$ cat config.mk
export PLATFORM = sky130hd
export DESIGN_NAME = shift_sequencer_flat
export DESIGN_NICKNAME = d
export VERILOG_FILES = /design/src/rtl/shift_sequencer_if.sv /design/src/rtl/shift_sequencer.sv /design/src/flat_wrapper.sv
export SDC_FILE = /design/constraint.sdc
export NUM_CORES = 1
export LEC_CHECK = 0
export BUFFER_PORTS_ARGS = -buffer_cell sky130_fd_sc_hd__buf_2
export CAP_MARGIN = 20
export CORE_ASPECT_RATIO = 0.6
export CORE_UTILIZATION = 43
export DETAILED_ROUTE_END_ITERATION = 10
export PLACE_DENSITY = 0.74
export SLEW_MARGIN = 20
export SYNTH_ARGS = -nofsm -noshare
export SYNTH_HDL_FRONTEND = slang
export SYNTH_SLANG_ARGS = --single-unit
$ cat constraint.sdc
create_clock -name clock -period 1.47 [get_ports clock]
set_clock_uncertainty 0.15 [all_clocks]
set_input_delay 0.294 -clock clock [delete_from_list [all_inputs] [get_ports clock]]
set_output_delay 0.294 -clock clock [all_outputs]
set_load 0.02 [all_outputs]
$ cat src/rtl/shift_sequencer_if.sv
// Command/result interface of the shift sequencer.
//   cmd_valid/cmd_ready : command handshake, accepted when both are 1 on a rising edge
//   cmd_op              : 00 LOAD, 01 LOAD+LSR, 10 LOAD+ASR, 11 in-place ASR
//   cmd_data            : load value
//   cmd_count           : number of shifts
//   cmd_sin             : serial-in bit used during LSR
//   res_valid/res_data  : one-cycle result strobe and held result
//   busy                : sequencer not idle
interface shift_sequencer_if #(
    parameter int WIDTH = 8,
    parameter int CNT_W = 3
);
    logic             cmd_valid;
    logic             cmd_ready;
    logic [1:0]       cmd_op;
    logic [WIDTH-1:0] cmd_data;
    logic [CNT_W-1:0] cmd_count;
    logic             cmd_sin;
    logic             res_valid;
    logic [WIDTH-1:0] res_data;
    logic             busy;

    modport master (
        output cmd_valid, cmd_op, cmd_data, cmd_count, cmd_sin,
        input  cmd_ready, res_valid, res_data, busy
    );

    modport slave (
        input  cmd_valid, cmd_op, cmd_data, cmd_count, cmd_sin,
        output cmd_ready, res_valid, res_data, busy
    );
endinterface

$ cat src/rtl/shift_sequencer.sv
// Sequencer driving a downstream multi-function register (hold/load/LSR/ASR).
// Accepts a command, loads and/or shifts the register the requested number
// of times, then captures the register output as the result.
//   clock, reset : rising-edge clock, asynchronous active-high reset
//   cmd          : command/result interface (slave side)
//   reg_e        : register enable
//   reg_f1/f0    : register function (00 hold, 01 load, 10 LSR with sin, 11 ASR)
//   reg_sin      : register serial-in
//   reg_d        : register parallel data
//   q_in         : register output q
//
// state   | meaning
// IDLE    | ready for a command, register held
// LOAD    | parallel-load latched data into the register
// SHIFT   | one shift per cycle until the remaining count runs out
// CAPTURE | register settled; result captured on the leaving edge
module shift_sequencer #(
    parameter int WIDTH = 8,
    parameter int CNT_W = 3
) (
    input  logic               clock,
    input  logic               reset,
    shift_sequencer_if.slave   cmd,
    output logic               reg_e,
    output logic               reg_f1,
    output logic               reg_f0,
    output logic               reg_sin,
    output logic [WIDTH-1:0]   reg_d,
    input  logic [WIDTH-1:0]   q_in
);
    typedef enum logic [1:0] {
        IDLE    = 2'd0,
        LOAD    = 2'd1,
        SHIFT   = 2'd2,
        CAPTURE = 2'd3
    } state_t;

    localparam logic [1:0] OP_LOAD = 2'b00;
    localparam logic [1:0] OP_LSR  = 2'b01;
    localparam logic [1:0] OP_ASR  = 2'b11;

    state_t           state, next_state;
    logic [1:0]       op_q;
    logic [WIDTH-1:0] data_q;
    logic             sin_q;
    logic [CNT_W-1:0] remaining;
    logic             res_valid_q;
    logic [WIDTH-1:0] res_data_q;
    logic [1:0]       func;

    wire accept = (state == IDLE) && cmd.cmd_valid;

    always_ff @(posedge clock or posedge reset) begin
        if (reset) begin
            state       <= IDLE;
            op_q        <= '0;
            data_q      <= '0;
            sin_q       <= 1'b0;
            remaining   <= '0;
            res_valid_q <= 1'b0;
            res_data_q  <= '0;
        end else begin
            state       <= next_state;
            res_valid_q <= 1'b0;
            if (accept) begin
                op_q      <= cmd.cmd_op;
                data_q    <= cmd.cmd_data;
                sin_q     <= cmd.cmd_sin;
                remaining <= cmd.cmd_count;
            end
            if (state == SHIFT) begin
                remaining <= remaining - 1'b1;
            end
            if (state == CAPTURE) begin
                res_data_q  <= q_in;
                res_valid_q <= 1'b1;
            end
        end
    end

    always_comb begin
        next_state = state;
        unique case (state)
            IDLE: begin
                if (cmd.cmd_valid) begin
                    if (cmd.cmd_op != OP_ASR)
                        next_state = LOAD;
                    else if (cmd.cmd_count != '0)
                        next_state = SHIFT;
                    else
                        next_state = CAPTURE;
                end
            end
            LOAD: begin
                if (op_q != OP_LOAD && remaining != '0)
                    next_state = SHIFT;
                else
                    next_state = CAPTURE;
            end
            SHIFT: begin
                // <= 1 rather than == 1 so a corrupted zero count cannot spin
                if (remaining <= CNT_W'(1))
                    next_state = CAPTURE;
            end
            CAPTURE: next_state = IDLE;
            default: next_state = IDLE;
        endcase
    end

    always_comb begin
        reg_e   = 1'b0;
        func    = 2'b00;
        reg_sin = 1'b0;
        reg_d   = '0;
        unique case (state)
            LOAD: begin
                reg_e = 1'b1;
                func  = 2'b01;
                reg_d = data_q;
            end
            SHIFT: begin
                reg_e = 1'b1;
                if (op_q == OP_LSR) begin
                    func    = 2'b10;
                    reg_sin = sin_q;
                end else begin
                    func = 2'b11;
                end
            end
            default: ;
        endcase
    end

    assign reg_f1        = func[1];
    assign reg_f0        = func[0];
    assign cmd.cmd_ready = (state == IDLE);
    assign cmd.busy      = (state != IDLE);
    assign cmd.res_valid = res_valid_q;
    assign cmd.res_data  = res_data_q;
endmodule
$ cat src/flat_wrapper.sv
// flat-port wrapper written by rule: the top's interface ports become plain ports
module shift_sequencer_flat 
#(
    parameter int WIDTH = 8,
    parameter int CNT_W = 3
)
  (clock, reset, reg_e, reg_f1, reg_f0, reg_sin, reg_d, q_in, cmd_cmd_valid, cmd_cmd_op, cmd_cmd_data, cmd_cmd_count, cmd_cmd_sin, cmd_cmd_ready, cmd_res_valid, cmd_res_data, cmd_busy);
  shift_sequencer_if #(.WIDTH(WIDTH), .CNT_W(CNT_W)) cmd_i ();
  input  logic clock;
  input  logic reset;
  output logic reg_e;
  output logic reg_f1;
  output logic reg_f0;
  output logic reg_sin;
  output logic [WIDTH-1:0] reg_d;
  input  logic [WIDTH-1:0] q_in;
  input wire logic [$bits(cmd_i.cmd_valid)-1:0] cmd_cmd_valid;
  input wire logic [$bits(cmd_i.cmd_op)-1:0] cmd_cmd_op;
  input wire logic [$bits(cmd_i.cmd_data)-1:0] cmd_cmd_data;
  input wire logic [$bits(cmd_i.cmd_count)-1:0] cmd_cmd_count;
  input wire logic [$bits(cmd_i.cmd_sin)-1:0] cmd_cmd_sin;
  output wire logic [$bits(cmd_i.cmd_ready)-1:0] cmd_cmd_ready;
  output wire logic [$bits(cmd_i.res_valid)-1:0] cmd_res_valid;
  output wire logic [$bits(cmd_i.res_data)-1:0] cmd_res_data;
  output wire logic [$bits(cmd_i.busy)-1:0] cmd_busy;
  assign cmd_i.cmd_valid = cmd_cmd_valid;
  assign cmd_i.cmd_op = cmd_cmd_op;
  assign cmd_i.cmd_data = cmd_cmd_data;
  assign cmd_i.cmd_count = cmd_cmd_count;
  assign cmd_i.cmd_sin = cmd_cmd_sin;
  assign cmd_cmd_ready = cmd_i.cmd_ready;
  assign cmd_res_valid = cmd_i.res_valid;
  assign cmd_res_data = cmd_i.res_data;
  assign cmd_busy = cmd_i.busy;
  shift_sequencer #(.WIDTH(WIDTH), .CNT_W(CNT_W)) u_core (.clock(clock), .reset(reset), .cmd(cmd_i), .reg_e(reg_e), .reg_f1(reg_f1), .reg_f0(reg_f0), .reg_sin(reg_sin), .reg_d(reg_d), .q_in(q_in));
endmodule
## Word-level counts from Yosys, hierarchy flattened

Index checks and enable logic that the tools add are counted.

- Output and inout port bits: 23
- Input bits: 25
- Bits in registers: 25
- Word-level logic and storage cells: 41

- Eq/ne operators: 7
- Reductions and logical operators: 10
- $lt $le $gt $ge: 1
- $add $sub $neg: 1
- Multiplexer cells: 15

Operator list:

| operator | number |
|---|---|
| $mux W8 | 1 |
| $pmux W2 S4 | 1 |
| $mux W1 | 7 |
| $mux W2 | 3 |
| $mux W3 | 2 |
| $ne A2 B2 Y1 const B | 3 |
| $reduce_bool A2 Y1 | 3 |
| $reduce_bool A3 Y1 | 2 |
| $eq A2 B1 Y1 const B | 2 |
| $eq A2 B2 Y1 const B | 2 |
| $pmux W2 S2 | 1 |
| $le A3 B1 Y1 const B | 1 |
| $sub A3 B1 Y3 const B | 1 |
| $logic_and A1 B1 Y1 | 2 |
| $logic_not A2 Y1 | 1 |
| $reduce_and A2 Y1 | 1 |
| $reduce_or A2 Y1 | 1 |

## Longest topological paths before layout

- Word-level depth: 5
- Gate-level depth with buffers: 7
- Mapped depth without buffers: 6

## Worst setup path before layout

No wires, ideal clock.

- Kind: register to output
- Start point: register u_core.state[0]
- End point: output reg_f0
- Data arrival time: 1.402 ns
- Cell stages (with the launch flop): 6
- Path slack: -0.376 ns
- Data required time: 1.026 ns
- Cells stage by stage: dfrtp_1 > inv_1 > ha_1 > buf_2 > a21oi_1 > nor2b_1

- Word-level cells in the longest chain between the ends: 2

Ends and longest elaborated chain:

| element | line | text |
|---|---|---|
| start: declaration | shift_sequencer.sv:42 | `state_t state, next_state;` |
| start signal: assignment | shift_sequencer.sv:63 | `state <= next_state;` |
| $eq A2 B2 Y1 or $eq A2 B1 Y1 (tied branches) | shift_sequencer.sv:115 | `unique case (state)` |
| $pmux W2 S2 (*) | shift_sequencer.sv:115 |  |
| end: declaration | flat_wrapper.sv:13 | `output logic reg_f0;` |

Mark *: on every way between the ends. The rest lies on a longest branch, timed or not.

## Worst setup path in the final report

Ends and elaborated chain as after synthesis.

==> run_summary.xml <==
<?xml version="1.0" encoding="UTF-8"?>
<metrics>
  <group name="clocking">
    <metric name="clock_tree_from_tritoncts" unit="">done</metric>
    <metric name="clock-sinks" unit="">25</metric>
    <metric name="clk_latency_worst_skew_pair" unit="ns">0.26</metric>
    <metric name="cts-root-buf" unit="">clkbuf_8</metric>
    <metric name="cts_made_buffers" unit="">3</metric>
    <metric name="ctsHtreeMaxLevel" unit="">1</metric>
    <metric name="clockBufferDepth" unit="">2</metric>
    <metric name="clkTransAtPathRegs" unit="ns">0.08</metric>
  </group>
  <group name="grt">
    <metric name="grt_overflow" unit="">0</metric>
    <metric name="globalRouteTotalUtil" unit="%">22.5</metric>
    <metric name="grt_pass1_wl" unit="um">5060</metric>
    <metric name="number_of_antenna_violations_at_the_first_check_in_global_routing" unit="">0</metric>
    <metric name="grt_pass1_vias" unit="">1056</metric>
    <metric name="pin_count_of_the_biggest_net_entering_global_routing" unit="">17</metric>
  </group>
  <group name="route">
    <metric name="via_per_inst" unit="">5.10</metric>
    <metric name="ant_nets" unit="">0</metric>
    <metric name="post_drt_wl_per_cell" unit="um">15.9</metric>
    <metric name="route.detailed.drc" unit="">0</metric>
    <metric name="via_count" unit="">1030</metric>
    <metric name="detailedRoute.firstIterationViolations" unit="">35</metric>
    <metric name="drt_first_pass_iters" unit="">4</metric>
    <metric name="routed_wirelength" unit="um">3210</metric>
  </group>
  <group name="sta">
    <metric name="headroom_to_the_max_slew_limit" unit="%">71.9</metric>
    <metric name="final-max-slew-violation-count" unit="">0</metric>
    <metric name="final.setup.worst_slack" unit="ns">-0.339</metric>
    <metric name="rsz0062_at_grt" unit="">yes</metric>
    <metric name="timing_hold_violations_final" unit="">0</metric>
    <metric name="min_period_over_period" unit="%">123</metric>
    <metric name="timing_limited_maximum_frequency" unit="MHz">553</metric>
    <metric name="setup_viol_count_final" unit="">30</metric>
    <metric name="period_minus_slack" unit="ns">1.81</metric>
    <metric name="worst_pin_slew" unit="ns">0.420</metric>
  </group>
  <group name="placed_design">
    <metric name="port_buffers" unit="">47</metric>
    <metric name="globalplace.congestion" unit="">0.817</metric>
    <metric name="hpwlAfterDp" unit="um">2010</metric>
    <metric name="dpl.cell_count" unit="">188</metric>
  </group>
  <group name="finish">
    <metric name="antennaDiodeCount" unit="">0</metric>
    <metric name="synthToLayoutAreaGrowth" unit="%">59.3</metric>
    <metric name="layout-drive-gt1-share" unit="%">64.1</metric>
    <metric name="nNetsFinal" unit="">203</metric>
    <metric name="final_cell_count_no_fill" unit="">202</metric>
  </group>
  <group name="critical_path">
    <metric name="crit_arrival" unit="ns">1.36</metric>
    <metric name="worst_path_max_delay_cell" unit="">dfrtp_2</metric>
    <metric name="crit_type" unit="">register to output pin</metric>
    <metric name="critPathRequiredTime" unit="ns">1.03</metric>
    <metric name="crit_path_cell_trace" unit="">inv_4, ha_4, a21oi_4, nor2b_4, buf_6</metric>
    <metric name="critPathLaunchType" unit="">register</metric>
    <metric name="critical_path.endpoint_type" unit="">output pin</metric>
    <metric name="timing.critical_path.fanout_max" unit="">5</metric>
    <metric name="slowest_delay" unit="ns">0.48</metric>
    <metric name="ff2ff_setup_slack" unit="ns">-0.17</metric>
  </group>
  <group name="synthesis">
    <metric name="synthesis.area" unit="mm^2">0.00125</metric>
    <metric name="synth.distinct_cells" unit="">26</metric>
    <metric name="synthCells" unit="">102</metric>
    <metric name="synth_nets" unit="">134</metric>
    <metric name="total_number_of_yosys_warnings" unit="">0</metric>
    <metric name="yosysSeqAreaShare" unit="%">50.2</metric>
    <metric name="ffs_latches_synth" unit="">25</metric>
    <metric name="post_synth.cell_area_avg" unit="um^2">12.2</metric>
  </group>
  <group name="run">
    <metric name="max-cap-violations" unit="">0</metric>
  </group>
  <group name="die">
    <metric name="std_cell_rows" unit="">14</metric>
    <metric name="ios" unit="">48</metric>
    <metric name="core-area" unit="mm^2">0.00263</metric>
    <metric name="die_height" unit="um">43.7</metric>
    <metric name="initial_core_util" unit="%">47.4</metric>
    <metric name="die_width" unit="um">71.5</metric>
    <metric name="die-area" unit="mm^2">0.00312</metric>
  </group>
  <group name="status">
    <metric name="outcome" unit="">finished with violations</metric>
    <metric name="failed_checks" unit="">negative setup slack</metric>
  </group>
  <group name="pwr">
    <metric name="power.density_cell_area" unit="mW/mm^2">2500</metric>
    <metric name="p_total" unit="mW">4.96</metric>
    <metric name="ir_worst_vdd" unit="uV">1370</metric>
    <metric name="power.static_leakage" unit="nW">0.964</metric>
  </group>
  <group name="min_path">
    <metric name="hold_path_class" unit="">input pin to register</metric>
  </group>
</metrics>
[per-layer routing]
metal | track usage, % | vias to the layer above | part of all wire, %
li1 | - | 488 | -
met1 | 26.2 | 508 | 41
met2 | 42.1 | 32 | 53
met3 | 6.74 | 2 | 5.4
met4 | 4.31 | 0 | 0.25
met5 | 0 | - | 0
[critical path: cells and delay by family (launching register included)]
| kind | cells | cell delay [ns] |
|---|---|---|
| adder cells (fa/ha/maj) | 1 | 0.20 |
| flip-flops | 1 | 0.48 |
| AO/OA/AOI/OAI | 1 | 0.08 |
| buffers and inverters | 2 | 0.23 |
| AND/OR/NAND/NOR | 1 | 0.12 |
[synthesized netlist by cell type]
cell / count / share of area (%)
and3_1: 1 / 0.50
buf_6: 1 / 0.90
o2bb2ai_1: 1 / 0.70
o22ai_1: 1 / 0.50
a211oi_2: 1 / 1.0
nor2_1: 5 / 1.5
a22o_1: 1 / 0.70
ha_1: 7 / 7.0
o31ai_1: 1 / 0.60
dfrtp_1: 25 / 50
nand2_2: 1 / 0.50
o21bai_1: 1 / 0.60
a311oi_1: 1 / 0.70
nor3_1: 2 / 0.80
nand2_1: 6 / 1.8
o221ai_2: 1 / 1.2
inv_1: 7 / 2.1
and2_1: 8 / 4.0
mux2_2: 12 / 11
nor2b_1: 1 / 0.50
mux2_4: 7 / 8.4
o21ai_0: 2 / 0.80
buf_2: 2 / 0.80
a211oi_1: 1 / 0.60
nand2b_1: 2 / 1.0
a21oi_1: 4 / 1.6
[cell families (layout without fill, tap and decap cells)]
kind of cell               Yosys count  count (layout)  synth area share [%]
AOI/OAI and AO/OA                   15              15                  9.04
adders and majority gates            7               7                  7.03
buffers and inverters               10              77                  3.82
DFF                                 25              25                  50.2
muxes                               19              19                  19.3
and+or+nand+nor                     26              27                  10.6
[metrics by stage]
step                      instance area [um^2]  TNS [ns]  hold WS, ns  setup WS (ns)  util, %
after floorplan                           1320    -0.504        0.171        -0.0496        -
final                                     1990     -5.34        0.105         -0.339     75.6
after global routing                      1990     -6.60       0.0971         -0.383     75.6
after global placement                    1650     -1.70        0.146        -0.0970     62.7
after detailed placement                  1650     -2.20        0.154         -0.130     62.7
after CTS                                 1950     -4.48        0.102         -0.311     74.1
[layout make-up]
| type | count | area (um^2) |
|---|---|---|
| fill | 160 | 642 |
| inverter | 7 | 32.5 |
| multi-input combinational | 68 | 739 |
| sequential | 25 | 627 |
| tap | 32 | 40.0 |
| clock buffer | 4 | 45.0 |
| timing repair buffer | 66 | 502 |
[where the power goes]
group          internal [mW]  switching (mW)
Clock                  0.194           0.203
Combinational           1.75            1.51
Sequential              1.05           0.250
Total                   2.99            1.96
[layout by cell type (no fill, tap or decap), types with 2 or more instances in the layout]
cell / instances
buf_6: 17
ha_1: 3
and2_4: 2
clkbuf_8: 3
and2_1: 6
nand2b_1: 2
o21ai_0: 2
buf_12: 2
mux2_2: 8
nor3_1: 2
inv_1: 4
nand2_1: 4
a21oi_1: 2
nor2_1: 4
nand2_8: 2
buf_2: 34
mux2_4: 11
dfrtp_1: 24
ha_4: 4
buf_4: 12
[sequential cells by signal, indices dropped and copies added, names as in the netlist]
register,flops
u_core.data_q,8
u_core.op_q,2
u_core.remaining,3
u_core.cmd.res_valid,1
u_core.cmd.res_data,8
u_core.state,2
u_core.sin_q,1
[path summary, 6_finish.rpt]
path	start	end	cells after the start
setup reg to reg	u_core.state[0]$_DFFE_PP0P_	u_core.remaining[0]$_DFFE_PP0P_	6
hold reg to reg	u_core.cmd.res_data[5]$_DFFE_PP0P_	u_core.cmd.res_data[5]$_DFFE_PP0P_	1
min in group asynchronous	reset	u_core.data_q[2]$_DFFE_PP0P_	3
max in group asynchronous	reset	u_core.state[0]$_DFFE_PP0P_	4
hold / removal	cmd_cmd_data[1]	u_core.data_q[1]$_DFFE_PP0P_	2
setup / recovery	u_core.state[0]$_DFFE_PP0P_	reg_f0	5
[what timing repair did]
item | 4_1_cts | 5_1_grt
gates resized for setup | 47 | 5
setup buffers | 7 | 1
cloned | 1 | 0
setup endpoints to repair | 38 | 30
hold buffers | 1 | 0
endpoints found under the hold margin | 9 | 0
pin swaps | 8 | 4
No activity file was read; power rests on OpenSTA's default activity.
